`src/rtl/montador_linha_if.sv`:
```
// Valid/ready bundle between the beat source, the line assembler and the
// downstream hash stage.
interface montador_linha_if #(
    parameter int unsigned LARGURA_LINHA = 512,
    parameter int unsigned LARGURA_BEAT  = 64
);
    logic [LARGURA_BEAT-1:0]  dado_in;
    logic                     dado_valido;
    logic                     dado_pronto;
    logic                     descarta;
    logic [LARGURA_LINHA-1:0] linha_cache;
    logic                     linha_valida;
    logic                     linha_pronta;

    modport master (
        output dado_in,
        output dado_valido,
        output descarta,
        output linha_pronta,
        input  dado_pronto,
        input  linha_cache,
        input  linha_valida
    );

    modport slave (
        input  dado_in,
        input  dado_valido,
        input  descarta,
        input  linha_pronta,
        output dado_pronto,
        output linha_cache,
        output linha_valida
    );
endinterface

```
`src/rtl/montador_linha.sv`:
```
// Packs LARGURA_BEAT-wide beats into one cache line (first beat in the MSBs)
// and hands the complete line downstream on a valid/ready interface.
module montador_linha #(
    parameter int unsigned LARGURA_LINHA = 512,
    parameter int unsigned LARGURA_BEAT  = 64,
    parameter int unsigned LARGURA_CONT  = 16,
    localparam int unsigned NUM_BEATS     = LARGURA_LINHA / LARGURA_BEAT,
    localparam int unsigned LARGURA_BEATS = $clog2(NUM_BEATS) + 1
) (
    input  logic                     clk,
    input  logic                     rst_n,
    montador_linha_if.slave          bus,
    output logic [LARGURA_BEATS-1:0] beats_recebidos,
    output logic [LARGURA_CONT-1:0]  contador_linhas
);
    typedef enum logic {COLETA, CHEIA} estado_t;

    localparam logic [LARGURA_BEATS-1:0] ULTIMO = LARGURA_BEATS'(NUM_BEATS - 1);
    localparam logic [LARGURA_BEATS-1:0] CHEIO  = LARGURA_BEATS'(NUM_BEATS);

    estado_t                  estado;
    logic [LARGURA_LINHA-1:0] linha_reg;
    logic [LARGURA_LINHA-1:0] linha_escrita;
    logic                     linha_valida_reg;
    logic [LARGURA_BEATS-1:0] slot;

    // A beat accepted during handoff always starts the next line at slot 0.
    assign slot = (estado == CHEIA) ? '0 : beats_recebidos;

    assign bus.dado_pronto  = rst_n & ((estado == COLETA) | bus.linha_pronta);
    assign bus.linha_cache  = linha_reg;
    assign bus.linha_valida = linha_valida_reg;

    always_comb begin
        linha_escrita = linha_reg;
        for (int unsigned i = 0; i < NUM_BEATS; i++) begin
            if (slot == LARGURA_BEATS'(i)) begin
                linha_escrita[LARGURA_LINHA-1-i*LARGURA_BEAT -: LARGURA_BEAT] = bus.dado_in;
            end
        end
    end

    always_ff @(posedge clk) begin
        if (!rst_n) begin
            estado           <= COLETA;
            linha_reg        <= '0;
            linha_valida_reg <= 1'b0;
            beats_recebidos  <= '0;
            contador_linhas  <= '0;
        end else begin
            unique case (estado)
                COLETA: begin
                    if (bus.descarta) begin
                        beats_recebidos <= '0;
                    end else if (bus.dado_valido) begin
                        linha_reg <= linha_escrita;
                        if (beats_recebidos == ULTIMO) begin
                            estado           <= CHEIA;
                            linha_valida_reg <= 1'b1;
                            beats_recebidos  <= CHEIO;
                        end else begin
                            beats_recebidos <= beats_recebidos + LARGURA_BEATS'(1);
                        end
                    end
                end
                CHEIA: begin
                    if (bus.linha_pronta) begin
                        contador_linhas <= contador_linhas + LARGURA_CONT'(1);
                        if (bus.dado_valido) begin
                            linha_reg <= linha_escrita;
                            // With a single beat per line the new beat is already a full line.
                            if (NUM_BEATS == 1) begin
                                beats_recebidos <= CHEIO;
                            end else begin
                                estado           <= COLETA;
                                linha_valida_reg <= 1'b0;
                                beats_recebidos  <= LARGURA_BEATS'(1);
                            end
                        end else begin
                            estado           <= COLETA;
                            linha_valida_reg <= 1'b0;
                            beats_recebidos  <= '0;
                        end
                    end
                end
                default: begin
                    estado <= COLETA;
                end
            endcase
        end
    end
endmodule

```
`src/flat_wrapper.sv`:
```
// flat-port wrapper written by rule: the top's interface ports become plain ports
module montador_linha_flat 
#(
    parameter int unsigned LARGURA_LINHA = 512,
    parameter int unsigned LARGURA_BEAT  = 64,
    parameter int unsigned LARGURA_CONT  = 16,
    localparam int unsigned NUM_BEATS     = LARGURA_LINHA / LARGURA_BEAT,
    localparam int unsigned LARGURA_BEATS = $clog2(NUM_BEATS) + 1
)
  (clk, rst_n, beats_recebidos, contador_linhas, bus_dado_in, bus_dado_valido, bus_descarta, bus_linha_pronta, bus_dado_pronto, bus_linha_cache, bus_linha_valida);
  montador_linha_if #(.LARGURA_LINHA(LARGURA_LINHA), .LARGURA_BEAT(LARGURA_BEAT)) bus_i ();
  input  logic clk;
  input  logic rst_n;
  output logic [LARGURA_BEATS-1:0] beats_recebidos;
  output logic [LARGURA_CONT-1:0] contador_linhas;
  input wire logic [$bits(bus_i.dado_in)-1:0] bus_dado_in;
  input wire logic [$bits(bus_i.dado_valido)-1:0] bus_dado_valido;
  input wire logic [$bits(bus_i.descarta)-1:0] bus_descarta;
  input wire logic [$bits(bus_i.linha_pronta)-1:0] bus_linha_pronta;
  output wire logic [$bits(bus_i.dado_pronto)-1:0] bus_dado_pronto;
  output wire logic [$bits(bus_i.linha_cache)-1:0] bus_linha_cache;
  output wire logic [$bits(bus_i.linha_valida)-1:0] bus_linha_valida;
  assign bus_i.dado_in = bus_dado_in;
  assign bus_i.dado_valido = bus_dado_valido;
  assign bus_i.descarta = bus_descarta;
  assign bus_i.linha_pronta = bus_linha_pronta;
  assign bus_dado_pronto = bus_i.dado_pronto;
  assign bus_linha_cache = bus_i.linha_cache;
  assign bus_linha_valida = bus_i.linha_valida;
  montador_linha #(.LARGURA_LINHA(LARGURA_LINHA), .LARGURA_BEAT(LARGURA_BEAT), .LARGURA_CONT(LARGURA_CONT)) u_core (.clk(clk), .rst_n(rst_n), .bus(bus_i), .beats_recebidos(beats_recebidos), .contador_linhas(contador_linhas));
endmodule
```
`config.mk`:
```
export PLATFORM = sky130hd
export DESIGN_NAME = montador_linha_flat
export DESIGN_NICKNAME = d
export VERILOG_FILES = /design/src/rtl/montador_linha_if.sv /design/src/rtl/montador_linha.sv /design/src/flat_wrapper.sv
export SDC_FILE = /design/constraint.sdc
export NUM_CORES = 1
export LEC_CHECK = 0
export ABC_AREA = 1
export BUFFER_PORTS_ARGS = -buffer_cell sky130_fd_sc_hd__buf_2
export CORE_ASPECT_RATIO = 1.25
export CORE_MARGIN = 2
export CORE_UTILIZATION = 40
export DETAILED_ROUTE_END_ITERATION = 6
export PLACE_DENSITY = 0.66
export SLEW_MARGIN = 10
export SYNTH_ARGS = -nofsm -noshare
export SYNTH_HDL_FRONTEND = slang
export SYNTH_SLANG_ARGS = --single-unit
export TNS_END_PERCENT = 5
```
`constraint.sdc`:
```
create_clock -name clk -period 1.6 [get_ports clk]
set_clock_uncertainty 0.2 [all_clocks]
set_input_delay 0.08 -clock clk [delete_from_list [all_inputs] [get_ports clk]]
set_output_delay 0.08 -clock clk [all_outputs]
set_load 0.01 [all_outputs]
```
## Yosys cells after proc, flatten, opt, wreduce, memory -nomap -nowiden

Cells that the tools add are included.

- Input port bits: 69
- Word-level logic and storage cells: 57
- Output and inout bits: 534
- Bits in registers: 534

- Mux-type cells: 29
- $add $sub $neg: 2
- Equal/unequal tests: 13
- Reduce and logical (&&, ||, !) cells: 5
- Bitwise logic cells: 3

Operators with widths:

| cell | number |
|---|---|
| 512-bit 2-to-1 mux | 3 |
| 512-bit one-hot mux with 2 select lines | 1 |
| 64-bit 2-to-1 mux | 8 |
| 4-bit by 3-bit equality test with 1-bit output (second input constant) | 5 |
| 4-bit 2-to-1 mux | 5 |
| 16-bit by 1-bit adder with 16-bit output (second input constant) | 1 |
| 1-bit 2-to-1 mux | 9 |
| 4-bit by 2-bit equality test with 1-bit output (second input constant) | 2 |
| 2-bit != test (second input constant) | 4 |
| 4-bit one-hot mux with 2 select lines | 1 |
| 2-bit AND reduction | 3 |
| 4-bit by 1-bit adder with 4-bit output (second input constant) | 1 |
| 4-bit by 1-bit equality test with 1-bit output (second input constant) | 1 |
| 4-bit logical NOT | 1 |
| 1-bit one-hot mux with 2 select lines | 2 |
| 4-bit AND reduction | 1 |
| 3-bit != test (second input constant) | 1 |
| 1-bit AND | 1 |
| 1-bit inverter | 1 |
| 1-bit OR | 1 |

## Logic depth before layout (Yosys ltp)

Gate-level depths: netlist (run 1).

- Word-level depth: 6
- Depth in mapped cells: 10
- Depth with buffers taken out: 9

## Worst setup path before layout (run 1)

OpenSTA, ideal clock, no wires.

- Kind: reg2reg
- From: register u_core.estado
- To: register u_core.linha_reg[263] (netlist: u_core.bus.linha_cache[263])
- Required time: 1287 ps
- Cell stages (with the launch flop): 10
- Path buffers: 3
- Slack: -111 ps
- Setup time: 113 ps
- Arrival time: 1398 ps
- Cell sequence: dfxtp_1 -> buf_4 -> nor2_1 -> nand2_1 -> o21ai_4 -> nand3_1 -> buf_2 -> buf_2 -> nor2_1 -> nor2_1

- Cells in the longest elaborated chain, start to end: 6
- Elaborated cells between the ends (all ways): 11
- Classes of those cells: eq/ne (3); mux (6); bitwise (1); reduce/logical (1)

RTL lines:

| what | line | text |
|---|---|---|
| start: declaration | montador_linha.sv:21 | `estado_t estado;` |
| start signal: assignment | montador_linha.sv:45 | `estado <= COLETA;` |
| start signal: assignment | montador_linha.sv:58 | `estado <= CHEIA;` |
| start signal: assignment | montador_linha.sv:75 | `estado <= COLETA;` |
| 4-bit 2-to-1 mux | montador_linha.sv:28 | `assign slot = (estado == CHEIA) ? '0 : beats_recebidos;` |
| 4-bit by 2-bit equality test with 1-bit output | montador_linha.sv:37 | `if (slot == LARGURA_BEATS'(i)) begin` |
| 64-bit 2-to-1 mux | montador_linha.sv:37 |  |
| 512-bit 2-to-1 mux | montador_linha.sv:55, montador_linha.sv:69 |  |
| 512-bit 2-to-1 mux (on tied branches) | montador_linha.sv:67, montador_linha.sv:53 |  |
| 512-bit one-hot mux with 2 select lines | montador_linha.sv:51 | `unique case (estado)` |
| end signal: assignment | montador_linha.sv:56 | `linha_reg <= linha_escrita;` |
| end signal: assignment | montador_linha.sv:70 | `linha_reg <= linha_escrita;` |
| end: declaration | montador_linha.sv:22 | `logic [LARGURA_LINHA-1:0] linha_reg;` |

Parallel ways exist; a longest one is shown, timed or not. The select of a mux whose other input is x is not followed.
A chain may end at the register's enable or synchronous reset.

## Final worst setup path (run 1)

- From: register u_core.estado
- To: register u_core.linha_reg[360] (netlist: u_core.bus.linha_cache[360])

Same word-level chain as after synthesis.

==> results.md, run 1 <==
- Register area: ~0.011 mm²
- Largest register FFs: 512
- Max_cap viols: 0
- Hold WS: -387 ps
- #FFs+latches synth: 534
- Area Growth Syn to Fin: 31.6%
- GRT Util Overall: 22.8%
- Reg power frac: between 40% and 50%
- Crit path kind: register to register
- Mux cell area share after synthesis: 0%
- Number of global-route vias before repair: 19000
- Final instance area: 0.0296 mm²
- Sequential fraction of the synthesis area: between 40% and 50%
- Htree depth: 2
- Reg2Reg Depth: 10
- Global-route wire length before repair: 105000 µm
- WP data arrival: 2080 ps
- Simple-gate share of the synthesized area: 36.2%
- RSZ-0062 raised after global routing: yes
- Crit path capture type: register
- Post-synth net total: 3564
- P_sw: 0.00673 W
- Hold Startpoint: rst_n
- I/O Buffers: 602
- Hold WC Path Type: input pin to register
- Most frequent cells in the layout: nand2_1, nor2_1, buf_2
- Net Sw Frac: roughly a quarter
- Placed cell count: approximately 4700
- Clk sink count: 534
- Worst reg2reg path startpoint: u_core.estado
- Minimum clock period: 1770 ps
- VDD IR max: 917 µV
- Num rows: 97
- Failing checks: negative hold slack, negative setup slack
- Post-Synth XOR/XNOR Area: 0.0780%
- Commonest non-fill, non-tap cell in the layout: nand2_1
- DR vias/cell: 4.33
- DP Area: approximately 0.027 mm²
- PD cells: 957 mW/mm²
- Starting DRT DRC Count: about 1500
- Effective utilization at floorplan: 40.2%
- Clock Pin Slew Worst Setup and Hold Paths: 60 ps
- Die area: roughly 0.058 mm²
- Leak Pwr: 17.5 nW
- Fmax: 0.564 GHz
- Max clock buf depth: 3
- Worst Path Required: 1910 ps
- R2R setup slack: -170 ps
- Fillers: 5426
- Area of the core: 0.0558 mm²
- Total Wirelength: roughly 70000 µm
- Post-Layout Cell Count: roughly 4900
- IO Count: 603
- Nature of the critical path startpoint: register
- CTS buffer count: 53
- Status: finished, violations left
- Slew Limit Headroom: between 40% and 50%
- Die X-Extent: ~220 µm
- Final TNS setup: -34760 ps
- Clock Tree Root: clkbuf_16
- Layout cells sized above 1: 21.9%
- Actual slew at the worst max-slew pin: 861 ps
- Final RePlAce weighted congestion: approximately 0.85
- Synth Area in Compound Gates: less than 1%
- Total chip power: 0.0283 W
- Comb power frac: under 10%
- DRT Pass-1 Iters: 5
- Adder-Cell Fraction of Synth Area: 0.111%
- Largest net degree at the start of global routing: 93
- Post-route clock period utilization: 111%
- Post-Place Setup Slack: -327 ps
- Clock Power Share: 45.1%
- Die H: 269 µm
- Multi-input logic area: ~0.0087 mm²
- Post-route setup slack: -173 ps
- Routed vias: 21300
- Syn Inst Count: 3493
- RR Endpoint: u_core.bus.linha_cache[360]
- Pins Over Slew Limit: 0
- Largest family of logic cells by synthesized area: simple AND/OR/NAND/NOR gates
- P_int: about 0.022 W
- N_diodes: 0
- NumNets Final: around 4200
- DP Wirelength: 48400 µm
- Post-route ant nets: 0
- Clk_lat worst skew: 590 ps
- Mapped cell area: 0.0225 mm²
- Yosys Warn Count: 0
- DR DRC count: 0
- Hold path cells: 3
- CTS tree: built
- Initial antenna violation count: 0
- # setup viols final: 494
- Hold worst-path end: u_core.bus.linha_cache[129]
- Final hold viol count: 200
- CP Max Fanout: 20
- Routed len/inst: around 14 µm
- GRT overflow: 0
- Syn avg cell area: 6.43 µm²
- Synth cell types: 23
[power groups by stage]
stage	Clock, W	Sequential, W	Combinational [W]
after global routing	0.0135	0.0136	0.00211
after detailed placement	0	0.0139	0.00170
after CTS	0.0130	0.0136	0.00187
after global placement	0	0.0139	0.00169
final	0.0128	0.0136	0.00193
after floorplan	0	0.0140	0.000867
[layout make-up]
type	instances	area share (%)
clock buffers	79	5.26
clock inverters	18	0.711
inverters	538	6.83
multi-input cells	2185	29.3
flip-flops and latches	534	36.2
well taps	742	3.14
repair buffers	811	18.5
[what timing repair did]
action	4_1_cts	5_1_grt
resized for setup	59	64
hold buffers	74	2
endpoints found under the hold margin	534	229
setup endpoints to repair	528	522
buffers inserted	1	4
cloned	0	4
pin swaps	2	8
[cells by family after synthesis]
group | after synthesis
XOR/XNOR | 2
AND/OR/NAND/NOR | 2157
AO/OA/AOI/OAI | 24
buffers and inverters | 774
flip-flops | 534
adder cells (fa/ha/maj) | 2
[worst max path at each step]
stage | startpoint | slack, ps | cells past startpoint | to
4_1_cts | u_core.estado | -160 | 10 | u_core.bus.linha_cache[421]
5_1_grt | u_core.estado | -250 | 10 | u_core.bus.linha_cache[423]
2_1_floorplan | u_core.estado | -20 | 8 | u_core.bus.linha_cache[100]
3_5_place_dp | u_core.estado | -330 | 8 | u_core.bus.linha_cache[443]
6_report | u_core.estado | -170 | 10 | u_core.bus.linha_cache[360]
3_3_place_gp | u_core.estado | -300 | 8 | u_core.bus.linha_cache[443]
[metal layers]
metal	global-route usage [%]	part of all wire [%]	vias to the layer above	wire, µm
li1	-	-	11100	-
met2	39.7	49	602	34100
met3	5.29	6.6	163	4620
met4	10.5	4.6	0	3230
met5	0	0	-	0
met1	26.8	40	9375	28300
[cell usage after synthesis]
cell type | number | area [µm²]
a21boi_0 | 1 | 7.51
a21oi_1 | 12 | 60.1
a22oi_1 | 1 | 7.51
buf_2 | 76 | 380
buf_4 | 5 | 37.5
buf_6 | 48 | 541
clkbuf_1 | 59 | 221
clkbuf_2 | 48 | 240
dfxtp_1 | 534 | 10700
ha_1 | 2 | 25.0
inv_1 | 538 | 2020
nand2_1 | 1072 | 4020
nand3_1 | 16 | 80.1
nand4_1 | 4 | 25.0
nor2_1 | 1060 | 3980
nor3_1 | 3 | 15.0
nor3b_1 | 2 | 15.0
o211ai_1 | 1 | 7.51
o21a_1 | 1 | 7.51
o21ai_0 | 6 | 30.0
o21ai_4 | 1 | 16.3
o21bai_1 | 1 | 7.51
xor2_1 | 2 | 17.5
[worst max-delay path, cell delays in order (launching register included)]
cell	delay (ps)
dfxtp_4	380
nor2_4	100
nand2_2	80
o21ai_4	70
buf_12	170
nand3_4	100
buf_12	180
buf_12	160
nand2_1	60
nand2_1	40
nor2_1	130
[per-stage QoR]
step / hold slack, ps / utilization [%]
2_1_floorplan: 40.0 / -
3_3_place_gp: 214 / 47.5
3_5_place_dp: 215 / 47.5
4_1_cts: -420 / 52.3
5_1_grt: -399 / 52.9
6_report: -387 / 52.9
Note: power is estimated with default switching activity, not from simulation.
==> run 2, diff against run 1 <==
--- a/config.mk
+++ b/config.mk
@@ -12,6 +12,7 @@
 export CORE_UTILIZATION = 40
 export DETAILED_ROUTE_END_ITERATION = 6
 export PLACE_DENSITY = 0.66
+export SETUP_SLACK_MARGIN = 0.2
 export SLEW_MARGIN = 10
 export SYNTH_ARGS = -nofsm -noshare
 export SYNTH_HDL_FRONTEND = slang
==> run 2 against run 1 <==
Net effect: the run ends with design-rule violations, negative hold slack, negative setup slack left; worst setup slack lost 99 ps; power increased by 1.7%; non-clock buffer count fell by 24; design area is 2.0% higher; die area stayed put; combinational power hardly changed; clock power rose by 3%; first-iteration DRC count is 2.2% lower; critical endpoint is now u_core.bus.linha_cache[370]; largest cell class unchanged; largest power group unchanged.
==> results.md, run 2 (synthesized netlist as in run 1, its figures left out) <==
- Slew Limit Headroom: 47.1% (+4.7 points)
- I/O Buffers: 602 (unchanged)
- DRT Pass-1 Iters: 7 (+2)
- GRT overflow: 0 (unchanged)
- PD cells: 954 mW/mm² (-0.37%)
- Hold path cells: 3 (unchanged)
- R2R setup slack: -270 ps (-100 ps)
- Worst reg2reg path startpoint: u_core.estado
- Register area: 0.0107 mm² (+0.35%)
- Total Wirelength: 74200 µm (+5.5%)
- Die area: 0.0581 mm² (unchanged)
- DP Wirelength: 47300 µm (-2.2%)
- IO Count: 603 (unchanged)
- DR vias/cell: 4.36 (+0.64%)
- Clk_lat worst skew: 580 ps (about the same)
- Fillers: 5379 (-0.87%)
- Clk sink count: 534 (unchanged)
- Post-route ant nets: 0 (unchanged)
- WP data arrival: 2160 ps (+80 ps)
- N_diodes: 0 (unchanged)
- Clock Pin Slew Worst Setup and Hold Paths: 60 ps (about the same)
- Fmax: 0.534 GHz (-5.3%)
- Routed len/inst: 15.2 µm (+6.0%)
- Most frequent cells in the layout: nand2_1, nor2_1, inv_1
- CTS tree: built
- CTS buffer count: 54 (+1.9%)
- Post-route setup slack: -273 ps (-99.1 ps)
- Worst Path Required: 1880 ps (-30 ps)
- Pins Over Slew Limit: 0 (unchanged)
- Crit path capture type: register
- Commonest non-fill, non-tap cell in the layout: nand2_1
- Htree depth: 2 (unchanged)
- Final hold viol count: 6 (-97%)
- Hold buffers post-CTS: 73 (-1.4%)
- GR Util met3: 5.55% (+0.26 points)
- Failing checks: design-rule violations, negative hold slack, negative setup slack
- Global-route wire length before repair: 105000 µm (-0.35%)
- Die X-Extent: 216 µm (unchanged)
- Hold worst-path end: u_core.beats_recebidos[0]
- DP Area: 0.0262 mm² (-1.1%)
- Reg2Reg Depth: 11 (+1)
- Initial antenna violation count: 0 (unchanged)
- Nature of the critical path startpoint: register
- VDD IR max: 849 µV (-7.5%)
- Area of the core: 0.0558 mm² (unchanged)
- Crit path kind: register to register
- Number of global-route vias before repair: 18500 (-2.8%)
- GR peak layer: met2
- Largest register FFs: 512 (unchanged)
- Post-route clock period utilization: 117% (+6.2 points)
- Starting DRT DRC Count: 1434 (-2.2%)
- Layout cells sized above 1: 22.6% (+0.65 points)
- Max clock buf depth: 3 (unchanged)
- Num rows: 97 (unchanged)
- RSZ-0062 raised after global routing: yes
- Multi-input logic area: 0.00875 mm² (+0.92%)
- Hold WC Path Type: input pin to register
- Effective utilization at floorplan: 40.2% (unchanged)
- Area Growth Syn to Fin: 34.3%
- RR Endpoint: u_core.bus.linha_cache[370]
- Minimum clock period: 1870 ps (+99.1 ps)
- Util after Layout: 54.0% (+1.1 points)
- Leak Pwr: 17.6 nW (+0.63%)
- Hold WS: -329 ps (+57.4 ps)
- Final RePlAce weighted congestion: 0.826 (-3.2%)
- Status: finished, violations left
- DR DRC count: 9 (+9)
- CP Max Fanout: 68 (+240%)
- Routed vias: 21300 (+0.19%)
- Final instance area: 0.0302 mm² (+2.0%)
- Largest net degree at the start of global routing: 100 (+7.5%)
- NumNets Final: 4171 (-0.55%)
- Hold Startpoint: bus_dado_valido
- Met2 usage: 39.6% (-0.087 points)
- Die H: 269 µm (unchanged)
- GRT Util Overall: 22.9% (+0.048 points)
- Post-Place Setup Slack: -258 ps (+69.6 ps)
- Max_cap viols: 0 (unchanged)
- Actual slew at the worst max-slew pin: 793 ps (-67.8 ps)
- M1 GR Usage: 26.3% (-0.45 points)
- Clock Tree Root: clkbuf_16
- Final TNS setup: -88190 ps (-53430 ps)
- # setup viols final: 513 (+3.8%)
## run 2: cell types whose count changed in the layout (fill, tap and decap cells not counted), moves of 4 or more
cell and delta:
buf_2 -100, buf_6 +41, buf_4 +31, dfxtp_1 -16, dfxtp_2 +9, nand2_1 -9
clkbuf_16 +8, clkbuf_1 -7, dfxtp_4 +7, nand2_4 +7, buf_16 +6, buf_12 -5
clkbuf_8 +5, dlygate4sd3_1 -4
## run 2: how the worst max path moves through the flow
stage | end | start | slack [ps]
after CTS | u_core.bus.linha_cache[370] | u_core.estado | -280
after global placement | u_core.bus.linha_cache[226] | u_core.estado | -220
final | u_core.bus.linha_cache[370] | u_core.estado | -270
after detailed placement | u_core.bus.linha_cache[227] | u_core.estado | -260
after floorplan | u_core.bus.linha_cache[100] | u_core.estado | -20
after global routing | u_core.bus.linha_cache[352] | u_core.estado | -390
## run 2: per-layer routing
metal  wire (µm)  share of wire (%)
met1       29200                 39
met2       36000                 49
met3        5130                6.9
met4        3830                5.2
met5           0                  0
## run 2: where the power goes
group | leakage, nW | total (W) | switching (W) | internal (W)
Combinational | 12.3 | 0.00191 | 0.00122 | 0.000687
Clock | 0.924 | 0.0132 | 0.00548 | 0.00777
Sequential | 4.33 | 0.0136 | 0.000109 | 0.0135
## run 2: critical path, stage by stage (launching register included)
cell     delay, ps
dfxtp_2        350
buf_12         120
nor2_4          40
nand2_2         80
o21ai_4         60
buf_12         150
buf_4          140
nand3_4         80
buf_12         270
nand2_1        100
nand2_1         80
nor2_1          40
## run 2: area by class of cell
| cell class | count | area share (%) |
|---|---|---|
| Clock buffer | 79 | 5.46 |
| Clock inverter | 20 | 0.726 |
| Inverter | 538 | 6.70 |
| Multi-Input combinational cell | 2185 | 29.0 |
| Sequential cell | 534 | 35.6 |
| Tap cell | 742 | 3.08 |
| Timing Repair Buffer | 787 | 19.4 |
## run 2: metrics by stage
step | power (W) | std cells
after global placement | 0.0155 | 4694
after floorplan | 0.0149 | 3493
final | 0.0288 | 4885
after global routing | 0.0297 | 4885
after CTS | 0.0290 | 4872
after detailed placement | 0.0155 | 4694
## run 2: repair_timing
action / CTS / global route
hold endpoints to repair: 534 / 6
cloned: 3 / 11
setup endpoints to repair: 596 / 667
pin swaps: 11 / 21
setup buffers: 3 / 2
resized for setup: 122 / 164
